[config.mk]
export PLATFORM = sky130hd
export DESIGN_NAME = bus_arbiter
export DESIGN_NICKNAME = d
export VERILOG_FILES = /design/src/rtl/bus_arbiter_pkg.sv /design/src/rtl/bus_arbiter_rr_pick.sv /design/src/rtl/bus_arbiter.sv
export SDC_FILE = /design/constraint.sdc
export NUM_CORES = 1
export LEC_CHECK = 0
export CORE_ASPECT_RATIO = 0.8
export CORE_MARGIN = 2
export CORE_UTILIZATION = 56
export CTS_BUF_LIST = sky130_fd_sc_hd__clkbuf_16
export CTS_CLUSTER_DIAMETER = 200
export DETAILED_ROUTE_END_ITERATION = 7
export PLACE_DENSITY = 0.87
export SYNTH_ARGS = -nofsm -noshare
export SYNTH_HDL_FRONTEND = slang
export SYNTH_SLANG_ARGS = --single-unit
[constraint.sdc]
create_clock -name clk -period 2.7 [get_ports clk]
set_input_delay 0.405 -clock clk [delete_from_list [all_inputs] [get_ports clk]]
set_output_delay 0.405 -clock clk [all_outputs]
set_load 0.02 [all_outputs]
[src/rtl/bus_arbiter_pkg.sv]
// Shared definitions for the system bus arbiter and related arbiters.
// Contents:
//   arb_state_t       - arbiter FSM states (idle / bus owned)
//   NUM_M_DEFAULT     - default number of bus masters
//   MAX_HOLD_DEFAULT  - default contended-hold limit in bus cycles
//   EN / DIS_EN       - active / inactive levels for grant and busy
package bus_arbiter_pkg;

  typedef enum logic {
    StIdle  = 1'b0,
    StOwned = 1'b1
  } arb_state_t;

  localparam int unsigned NUM_M_DEFAULT    = 4;
  localparam int unsigned MAX_HOLD_DEFAULT = 16;

  localparam logic EN     = 1'b1;
  localparam logic DIS_EN = 1'b0;

endpackage

[src/rtl/bus_arbiter_rr_pick.sv]
// Combinational round-robin picker.
// Searches req starting at index rr_ptr, wrapping modulo NUM, and returns
// the first set index.
// Ports:
//   req    - request vector
//   rr_ptr - index with highest priority for this search
//   winner - index of the selected request (0 when none found)
//   found  - high when any request bit is set
module bus_arbiter_rr_pick #(
  parameter int unsigned NUM   = 4,
  parameter int unsigned IDX_W = $clog2(NUM)
) (
  input  logic [NUM-1:0]   req,
  input  logic [IDX_W-1:0] rr_ptr,
  output logic [IDX_W-1:0] winner,
  output logic             found
);

  always_comb begin
    logic [IDX_W-1:0] idx;
    found  = 1'b0;
    winner = '0;
    idx    = '0;
    for (int i = 0; i < int'(NUM); i++) begin
      idx = IDX_W'((32'(rr_ptr) + 32'(i)) % NUM);
      if (!found && req[idx]) begin
        found  = 1'b1;
        winner = idx;
      end
    end
  end

endmodule

[src/rtl/bus_arbiter.sv]
// Round-robin arbiter for the shared system bus.
// Grants one master at a time with registered outputs, hands over directly
// between tenures without an idle bubble, preempts an unlocked owner after
// MAX_HOLD contended cycles, and honours the owner's lock for atomic sequences.
// Ports:
//   clk      - system clock
//   reset    - synchronous, active-high reset
//   m_req    - per-master request, held for the whole tenure
//   m_lock   - per-master lock; only the current owner's bit is used
//   m_grant  - one-hot registered grant, zero when idle
//   owner    - index of the current owner, valid while bus_busy
//   bus_busy - high while a grant is active
module bus_arbiter
  import bus_arbiter_pkg::*;
#(
  parameter int unsigned NUM_M    = NUM_M_DEFAULT,
  parameter int unsigned OWN_W    = $clog2(NUM_M),
  parameter int unsigned MAX_HOLD = MAX_HOLD_DEFAULT
) (
  input  logic             clk,
  input  logic             reset,
  input  logic [NUM_M-1:0] m_req,
  input  logic [NUM_M-1:0] m_lock,
  output logic [NUM_M-1:0] m_grant,
  output logic [OWN_W-1:0] owner,
  output logic             bus_busy
);

  localparam logic [7:0] HoldMax = 8'(MAX_HOLD - 1);

  arb_state_t       state_q, state_d;
  logic [NUM_M-1:0] grant_q, grant_d;
  logic [OWN_W-1:0] owner_q, owner_d;
  logic             busy_q, busy_d;
  logic [OWN_W-1:0] rr_ptr_q, rr_ptr_d;
  logic [7:0]       hold_q, hold_d;

  logic [NUM_M-1:0] others_req;
  logic [NUM_M-1:0] pick_req;
  logic             owner_req;
  logic             owner_lock;
  logic             preempt;
  logic             take;
  logic [OWN_W-1:0] win;
  logic             found;

  // grant_q is the owner's one-hot mask while owned, and zero while idle.
  assign others_req = m_req & ~grant_q;
  assign owner_req  = |(m_req & grant_q);
  assign owner_lock = |(m_lock & grant_q);
  // The current owner never competes for its own handover.
  assign pick_req   = (state_q == StOwned) ? others_req : m_req;
  assign preempt    = !owner_lock && (hold_q == HoldMax) && found;

  bus_arbiter_rr_pick #(
    .NUM   (NUM_M),
    .IDX_W (OWN_W)
  ) u_rr_pick (
    .req    (pick_req),
    .rr_ptr (rr_ptr_q),
    .winner (win),
    .found  (found)
  );

  always_comb begin
    state_d  = state_q;
    grant_d  = grant_q;
    owner_d  = owner_q;
    busy_d   = busy_q;
    rr_ptr_d = rr_ptr_q;
    hold_d   = hold_q;
    take     = 1'b0;

    unique case (state_q)
      StIdle: begin
        take = found;
      end
      StOwned: begin
        if (!owner_req) begin
          if (found) begin
            take = 1'b1;
          end else begin
            state_d = StIdle;
            grant_d = '0;
            busy_d  = DIS_EN;
            hold_d  = '0;
          end
        end else if (preempt) begin
          take = 1'b1;
        end else if (|others_req && (hold_q != HoldMax)) begin
          // Only contended cycles count towards the hold limit.
          hold_d = hold_q + 8'd1;
        end
      end
      default: begin
        state_d = StIdle;
      end
    endcase

    if (take) begin
      state_d      = StOwned;
      grant_d      = '0;
      grant_d[win] = EN;
      owner_d      = win;
      busy_d       = EN;
      hold_d       = '0;
      rr_ptr_d     = (win == OWN_W'(NUM_M - 1)) ? '0 : win + 1'b1;
    end
  end

  always_ff @(posedge clk) begin
    if (reset) begin
      state_q  <= StIdle;
      grant_q  <= '0;
      owner_q  <= '0;
      busy_q   <= DIS_EN;
      rr_ptr_q <= '0;
      hold_q   <= '0;
    end else begin
      state_q  <= state_d;
      grant_q  <= grant_d;
      owner_q  <= owner_d;
      busy_q   <= busy_d;
      rr_ptr_q <= rr_ptr_d;
      hold_q   <= hold_d;
    end
  end

  assign m_grant  = grant_q;
  assign owner    = owner_q;
  assign bus_busy = busy_q;

endmodule

==> results of run 1 <==
-- cell families after synthesis --
logic type | after synthesis | share of synthesized area, %
mux | 3 | 2.95
xor+xnor | 6 | 4.95
simple gates | 48 | 21.9
fa+ha+maj | 5 | 5.90
compound gates | 41 | 25.6
buf+inv | 13 | 4.72
flops | 18 | 34.0
-- layout by cell type (no fill, tap or decap), drive strengths merged --
master	instances
nand2	21
dfxtp	18
a21oi	16
clkdlybuf4s50	16
nor2	10
inv	9
a22oi	6
xnor2	6
nand3	5
ha	5
o21ai	5
a21boi	4
clkbuf	3
a211oi	2
o32a	2
mux2i	2
and2	2
and3	2
o22ai	2
nand4	2
nor3	2
nor4	2
or4	1
o21a	1
a221o	1
o211ai	1
a2111oi	1
nand2b	1
mux2	1
clkinv	1
-- per-stage QoR --
step                      setup slack [ns]  utilization, %  cells  hold WS [ns]
after floorplan                      0.865               -    134         0.484
after global placement               0.294            67.1    170         0.442
after detailed placement             0.215            67.1    170         0.449
after CTS                            0.472            71.4    174         0.459
after global routing                 0.286            71.4    174         0.500
final                                0.453            71.4    174         0.459
-- per-layer routing --
layer	vias up	share of wire (%)	global-route usage [%]
met2	30	45	37.8
met3	5	6.1	8.45
met1	487	47	33.6
li1	511	-	-
met5	-	0	0
met4	0	1.4	11.3
-- worst max-delay path, delay by kind of cell --
| kind | cells | cell delay, ns |
|---|---|---|
| AO/OA/AOI/OAI | 4 | 1.10 |
| buffers and inverters | 1 | 0.51 |
| adder cells (fa/ha/maj) | 1 | 0.29 |
| AND/OR/NAND/NOR | 1 | 0.06 |
-- final cells by class --
class                      count  area [um^2]
multi-input combinational    103          651
sequential                    18          360
clock buffer                   3         75.1
timing repair buffer          16          160
clock inverter                 1         3.75
tap                           24         30.0
inverter                       9         33.8
fill                         144          526
-- registers in the layout, indices dropped and copies added (netlist names) --
signal / count
owner: 2
rr_ptr_q: 2
hold_q: 8
state_q: 1
bus_busy: 1
m_grant: 4
-- cell usage after synthesis, drive strengths merged --
master and n:
o32a 2, a22oi 6, nor3 2, o211ai 1, nor2 10, a21boi 4
mux2i 2, nand2 21, o22ai 2, ha 5, nand2b 1, or4 1
a2111oi 1, o21ai 5, nand4 2, a21oi 16, nand3 5, and3 2
o21a 1, inv 9, a211oi 2, a221o 1, xnor2 6, nor4 2
dfxtp 18, mux2 1, and2 2, buf 1, clkbuf 3
-- power breakdown --
group          total [uW]  switching, uW  internal [uW]
registers             366           57.9            309
clock network         298            101            197
logic                 393            232            161
total                1060            390            667
-- worst min path at each step --
stage	to	slack [ns]
after global placement	owner[0]	0.44
after global routing	owner[0]	0.50
final	owner[1]	0.46
after CTS	owner[1]	0.46
after floorplan	hold_q[0]	0.48
after detailed placement	owner[1]	0.45
==> summary.md, run 1 <==
| Metric | Value |
|---|---|
| Syn Nets | 149 |
| DRT Wirelength | 2500 um |
| DR iter-0 viols | 31 |
| Synthesis-to-finish area growth | 23.8% |
| Status | completed |
| R2R setup slack | 0.50 ns |
| N_diodes | 0 |
| Final ANT Viol Nets | 0 |
| Starting density of the core | 57.7% |
| Crit path from | m_req[0] |
| Largest net degree at the start of global routing | 16 |
| Total iterations of the first detailed-routing run | 4 |
| Final-stage net count | 166 |
| CP max stage delay | 0.51 ns |
| CP Data Required Time | 2.82 ns |
| Hold path start | owner[1] |
| Congestion Overflow GR | 0 |
| Maximum vdd drop | 0.559 mV |
| Critical path class | primary input to flop |
| Final Max Tran Viols | 0 |
| Area of the mapped netlist | 1060 um^2 |
| Area leader, netlist | dfxtp_1 |
| CTS Sinks | 18 |
| Critical path arrival | 2.37 ns |
| First-pass GRT wire length | 4200 um |
| Post-DP HPWL | 1840 um |
| Register area share after synthesis | 34.0% |
| Period utilization | 83.2% |
| Core Box Area | 1840 um^2 |
| Setup Skew | 0.00348 ns |
| Routed WL per cell | 14.3 um |
| Critical Path Start Type | primary input |
| Post-DP Area | 1230 um^2 |
| Worst R2R Path Depth | 6 |
| # IOs | 17 |
| Final instance area | 1310 um^2 |
| Setup TNS | 0 ns |
| RePlAce Congestion | 0.850 |
| Initial antenna violation count | 0 |
| CTS tree | done |
| Max clock buf depth | 2 |
| FF+latch count, synth | 18 |
| Endpoint type of the worst setup path | flop |
| Worst path cell trace | clkdlybuf4s50_1 -> a21boi_1 -> a211oi_1 -> o32a_1 -> ha_1 -> nand2_1 -> a21oi_1 |
| FF-to-FF End | hold_q[7] |
| Top-area cell type share of the netlist area | 34.0% |
| Vias per std cell | 5.94 |
| DRC viols | 0 |
| Synth warn | 0 |
| Max Cap Viol | 0 |
| Die area | 2260 um^2 |
| Synth Instances | 134 |
| Hold buffers post-CTS | 0 |
| Largest fanout on the critical path | 6 |
| Overall Power | 1060 uW |
| Max Fclk | 445 MHz |
| Vias in the first global route | 950 |
| Clock slew at reported path FFs | 0.05 ns |
| H-tree levels | 1 |
| Power Density | 805 nW/um^2 |
| Ranking of synthesized cells by area | dfxtp_1, a21oi_1, nand2_1, ha_1, xnor2_1 |
| Crit-path slowest cell | clkdlybuf4s50_1 |
| RR Startpoint | state_q |
| CTS Buf Count | 3 |
| Rows | 14 |
| RSZ-0062 raised after global routing | false |
| Hold Crit Depth | 2 |
| Post-CTS Setup Bufs | 0 |
| Unique masters post-synth | 32 |
| Share of cells above drive strength 1 | 5.33% |
| Post-CTS Resized | 0 |
| Clk Latency, worst-skew pair | 0.25 ns |
| Final hold violation count | 0 |
| Critical Path Sink | rr_ptr_q[1] |
| Slew margin rel. | 63.7% |
| Post-Syn Area per Cell | 7.92 um^2 |
| Die Wd | 52.7 um |
| DR vias | 1033 |
| Setup Viol. Count Final | 0 |
| Die Ht | 42.9 um |
| Minimum clock period | 2.25 ns |
| Leakage | 0.000480 uW |
| GRT Overall Usage | 25.5% |
| Number of buffers inserted by port buffering | 16 |
| Root buf cell | clkbuf_16 |
| Worst min-delay path class | flop to flop |
| Worst-margin pin slew | 0.543 ns |
Power figures use the tool's default switching activity.
==> run 2: changes to the inputs <==
--- a/config.mk
+++ b/config.mk
@@ -7,11 +7,11 @@
 export LEC_CHECK = 0
 export CORE_ASPECT_RATIO = 0.8
 export CORE_MARGIN = 2
-export CORE_UTILIZATION = 56
+export CORE_UTILIZATION = 52
 export CTS_BUF_LIST = sky130_fd_sc_hd__clkbuf_16
 export CTS_CLUSTER_DIAMETER = 200
 export DETAILED_ROUTE_END_ITERATION = 7
-export PLACE_DENSITY = 0.87
+export PLACE_DENSITY = 0.82
 export SYNTH_ARGS = -nofsm -noshare
 export SYNTH_HDL_FRONTEND = slang
 export SYNTH_SLANG_ARGS = --single-unit
==> constraint.sdc (replaced) <==
create_clock -name clk -period 2.1 [get_ports clk]
set_input_delay 0.315 -clock clk [delete_from_list [all_inputs] [get_ports clk]]
set_output_delay 0.315 -clock clk [all_outputs]
set_load 0.02 [all_outputs]
==> run 2 against run 1 <==
  * Global-route usage is 0.31 points higher
  * Wire length is 8.2% higher
  * Largest power group unchanged
  * Hold slack worse by 0.0035 ns
  * Sequential power is 25% higher
  * Sequential share of layout area is 2.2 points lower
  * Design area is 8.7% higher
  * Die area is 7.0% higher
  * Critical endpoint unchanged
  * Cell count is 8.0% higher
  * Critical path depth stayed put
  * Critical path type unchanged
  * Highest routed layer is now met3
==> summary.md, run 2 (synthesized netlist as in run 1, its figures left out) <==
| Metric | Value |
|---|---|
| Slew margin rel. | 72.2% (+8.4 points) |
| CTS Sinks | 18 (unchanged) |
| Critical path class | primary input to flop |
| Endpoint type of the worst setup path | flop |
| RSZ-0062 raised after global routing | false |
| Share of cells above drive strength 1 | 15.2% (+9.9 points) |
| DR vias | 1048 (+1.5%) |
| CTS Buf Count | 3 (unchanged) |
| Vias per std cell | 5.57 (-6.1%) |
| Core Box Area | 1910 um^2 (+3.8%) |
| Minimum clock period | 1.99 ns |
| Max clock buf depth | 2 (unchanged) |
| Initial antenna violation count | 0 (unchanged) |
| Final hold violation count | 0 (unchanged) |
| Die area | 2420 um^2 (+7.0%) |
| Leakage | 0.000550 uW (+15%) |
| N_diodes | 0 (unchanged) |
| Final-stage net count | 180 (+8.4%) |
| Die Wd | 54.5 um (+3.5%) |
| Hold buffers post-CTS | 0 (unchanged) |
| DRT Wirelength | 2700 um (+8.2%) |
| First-pass GRT wire length | 4510 um (+7.4%) |
| RePlAce Congestion | 0.822 (-3.2%) |
| CTS tree | done |
| # IOs | 17 (unchanged) |
| Most frequent cells in the layout | nand2_1, dfxtp_1, a21oi_1, clkdlybuf4s50_1, buf_4 |
| Root buf cell | clkbuf_16 |
| Total iterations of the first detailed-routing run | 4 (unchanged) |
| Clk pwr share | 26.2% (-1.9 points) |
| Internal power | 922 uW (+38%) |
| Vias in the first global route | 1013 (+6.6%) |
| Largest fanout on the critical path | 6 (unchanged) |
| Post-CTS Resized | 1 (+1) |
| Power Density | 1010 nW/um^2 (+25%) |
| Max Fclk | 503 MHz |
| Commonest non-fill, non-tap cell in the layout | nand2_1 |
| Largest register FFs | 8 (unchanged) |
| Starting density of the core | 55.6% (-2.1 points) |
| Setup Viol. Count Final | 0 (unchanged) |
| Critical Path Start Type | primary input |
| Status | completed |
| Biggest register | hold_q |
| Post-DP HPWL | 2030 um (+10%) |
| GRT Overall Usage | 25.9% (+0.31 points) |
| Fillers | 137 (-4.9%) |
| Largest net degree at the start of global routing | 11 (-5) |
| DR iter-0 viols | 36 (+16%) |
| Setup TNS | 0 ns (unchanged) |
| Synthesis-to-finish area growth | 34.6% |
| Number of buffers inserted by port buffering | 16 (unchanged) |
| Critical path arrival | 2.16 ns (-0.21 ns) |
| Routed WL per cell | 14.4 um (+0.12%) |
| Worst min-delay path class | flop to flop |
| Maximum vdd drop | 0.866 mV (+55%) |
| Post-DP Area | 1340 um^2 (+8.5%) |
| CP Data Required Time | 2.27 ns (-0.55 ns) |
| H-tree levels | 1 (unchanged) |
| Worst-margin pin slew | 0.416 ns (-0.126 ns) |
| Period utilization | 94.7% |
| Congestion Overflow GR | 0 (unchanged) |
| Final instance area | 1430 um^2 (+8.7%) |
| Combinational share of power | 42.0% (+4.8 points) |
| Final Max Tran Viols | 0 (unchanged) |
| Sequential Power Share | 31.8% (-2.9 points) |
| Rows | 14 (unchanged) |
| Post-CTS Setup Bufs | 0 (unchanged) |
| Final ANT Viol Nets | 0 (unchanged) |
| Setup Skew | 0.00299 ns (-0.000493 ns) |
| Max Cap Viol | 0 (unchanged) |
| Sw Share | 36.1% (-0.86 points) |
| DRC viols | 0 (unchanged) |
| Clk Latency, worst-skew pair | 0.25 ns (about the same) |
| Switching pwr | 520 uW (+33%) |
| Die Ht | 44.4 um (+3.4%) |
| Clock slew at reported path FFs | 0.05 ns (about the same) |
==> run 2: cell count changes in the layout (fill, tap and decap cells not counted), sizes merged <==
cell,delta
buf,+14
==> run 2: metrics by stage <==
step | util [%] | total power (uW) | instances | hold WS [ns] | worst slack (ns)
after floorplan | - | 806 | 134 | 0.394 | 0.265
after global placement | 70.2 | 1030 | 184 | 0.440 | -0.188
after detailed placement | 70.2 | 1050 | 184 | 0.449 | -0.308
after CTS | 74.5 | 1440 | 188 | 0.458 | 0.100
after global routing | 74.8 | 1520 | 188 | 0.488 | 0.0150
final | 74.8 | 1440 | 188 | 0.456 | 0.112
==> run 2: area by class of cell <==
cell class / count / area [um^2] / area share (%)
clock buffer: 3 / 75.1 / 5.26
clock inverter: 1 / 3.75 / 0.263
inverter: 9 / 33.8 / 2.37
multi-input combinational: 103 / 659 / 46.2
sequential: 18 / 360 / 25.2
tap: 24 / 30.0 / 2.10
timing repair buffer: 30 / 265 / 18.6
==> run 2: metal layers <==
layer / vias to the layer above / track usage (%) / part of all wire [%]
met3: 0 / 6.76 / 7.1
met5: - / 0 / 0
met4: 0 / 3.50 / 0
met1: 477 / 34.0 / 46
li1: 536 / - / -
met2: 35 / 43.6 / 46
==> run 2: critical path: stages <==
cell             delay, ns
clkdlybuf4s50_1       0.50
a21boi_2              0.32
a211oi_1              0.13
o32a_1                0.41
ha_1                  0.29
nand2_1               0.04
a21oi_1               0.15
==> run 2: power by group through the flow <==
stage	combinational [uW]	clock, uW	sequential (uW)
after detailed placement	593	0	462
after global routing	667	394	464
after floorplan	310	0	496
after global placement	572	0	454
after CTS	600	380	457
final	606	378	458
==> run 2: path summary, 6_finish.rpt <==
| check | depth (start not counted) | to | slack [ns] | from |
|---|---|---|---|---|
| worst max-delay path | 7 | rr_ptr_q[1] | 0.11 | m_req[0] |
| worst min-delay path | 2 | bus_busy | 0.46 | bus_busy |
| worst max register to register | 4 | hold_q[2] | 0.18 | state_q |
| worst min register to register | 2 | bus_busy | 0.46 | bus_busy |
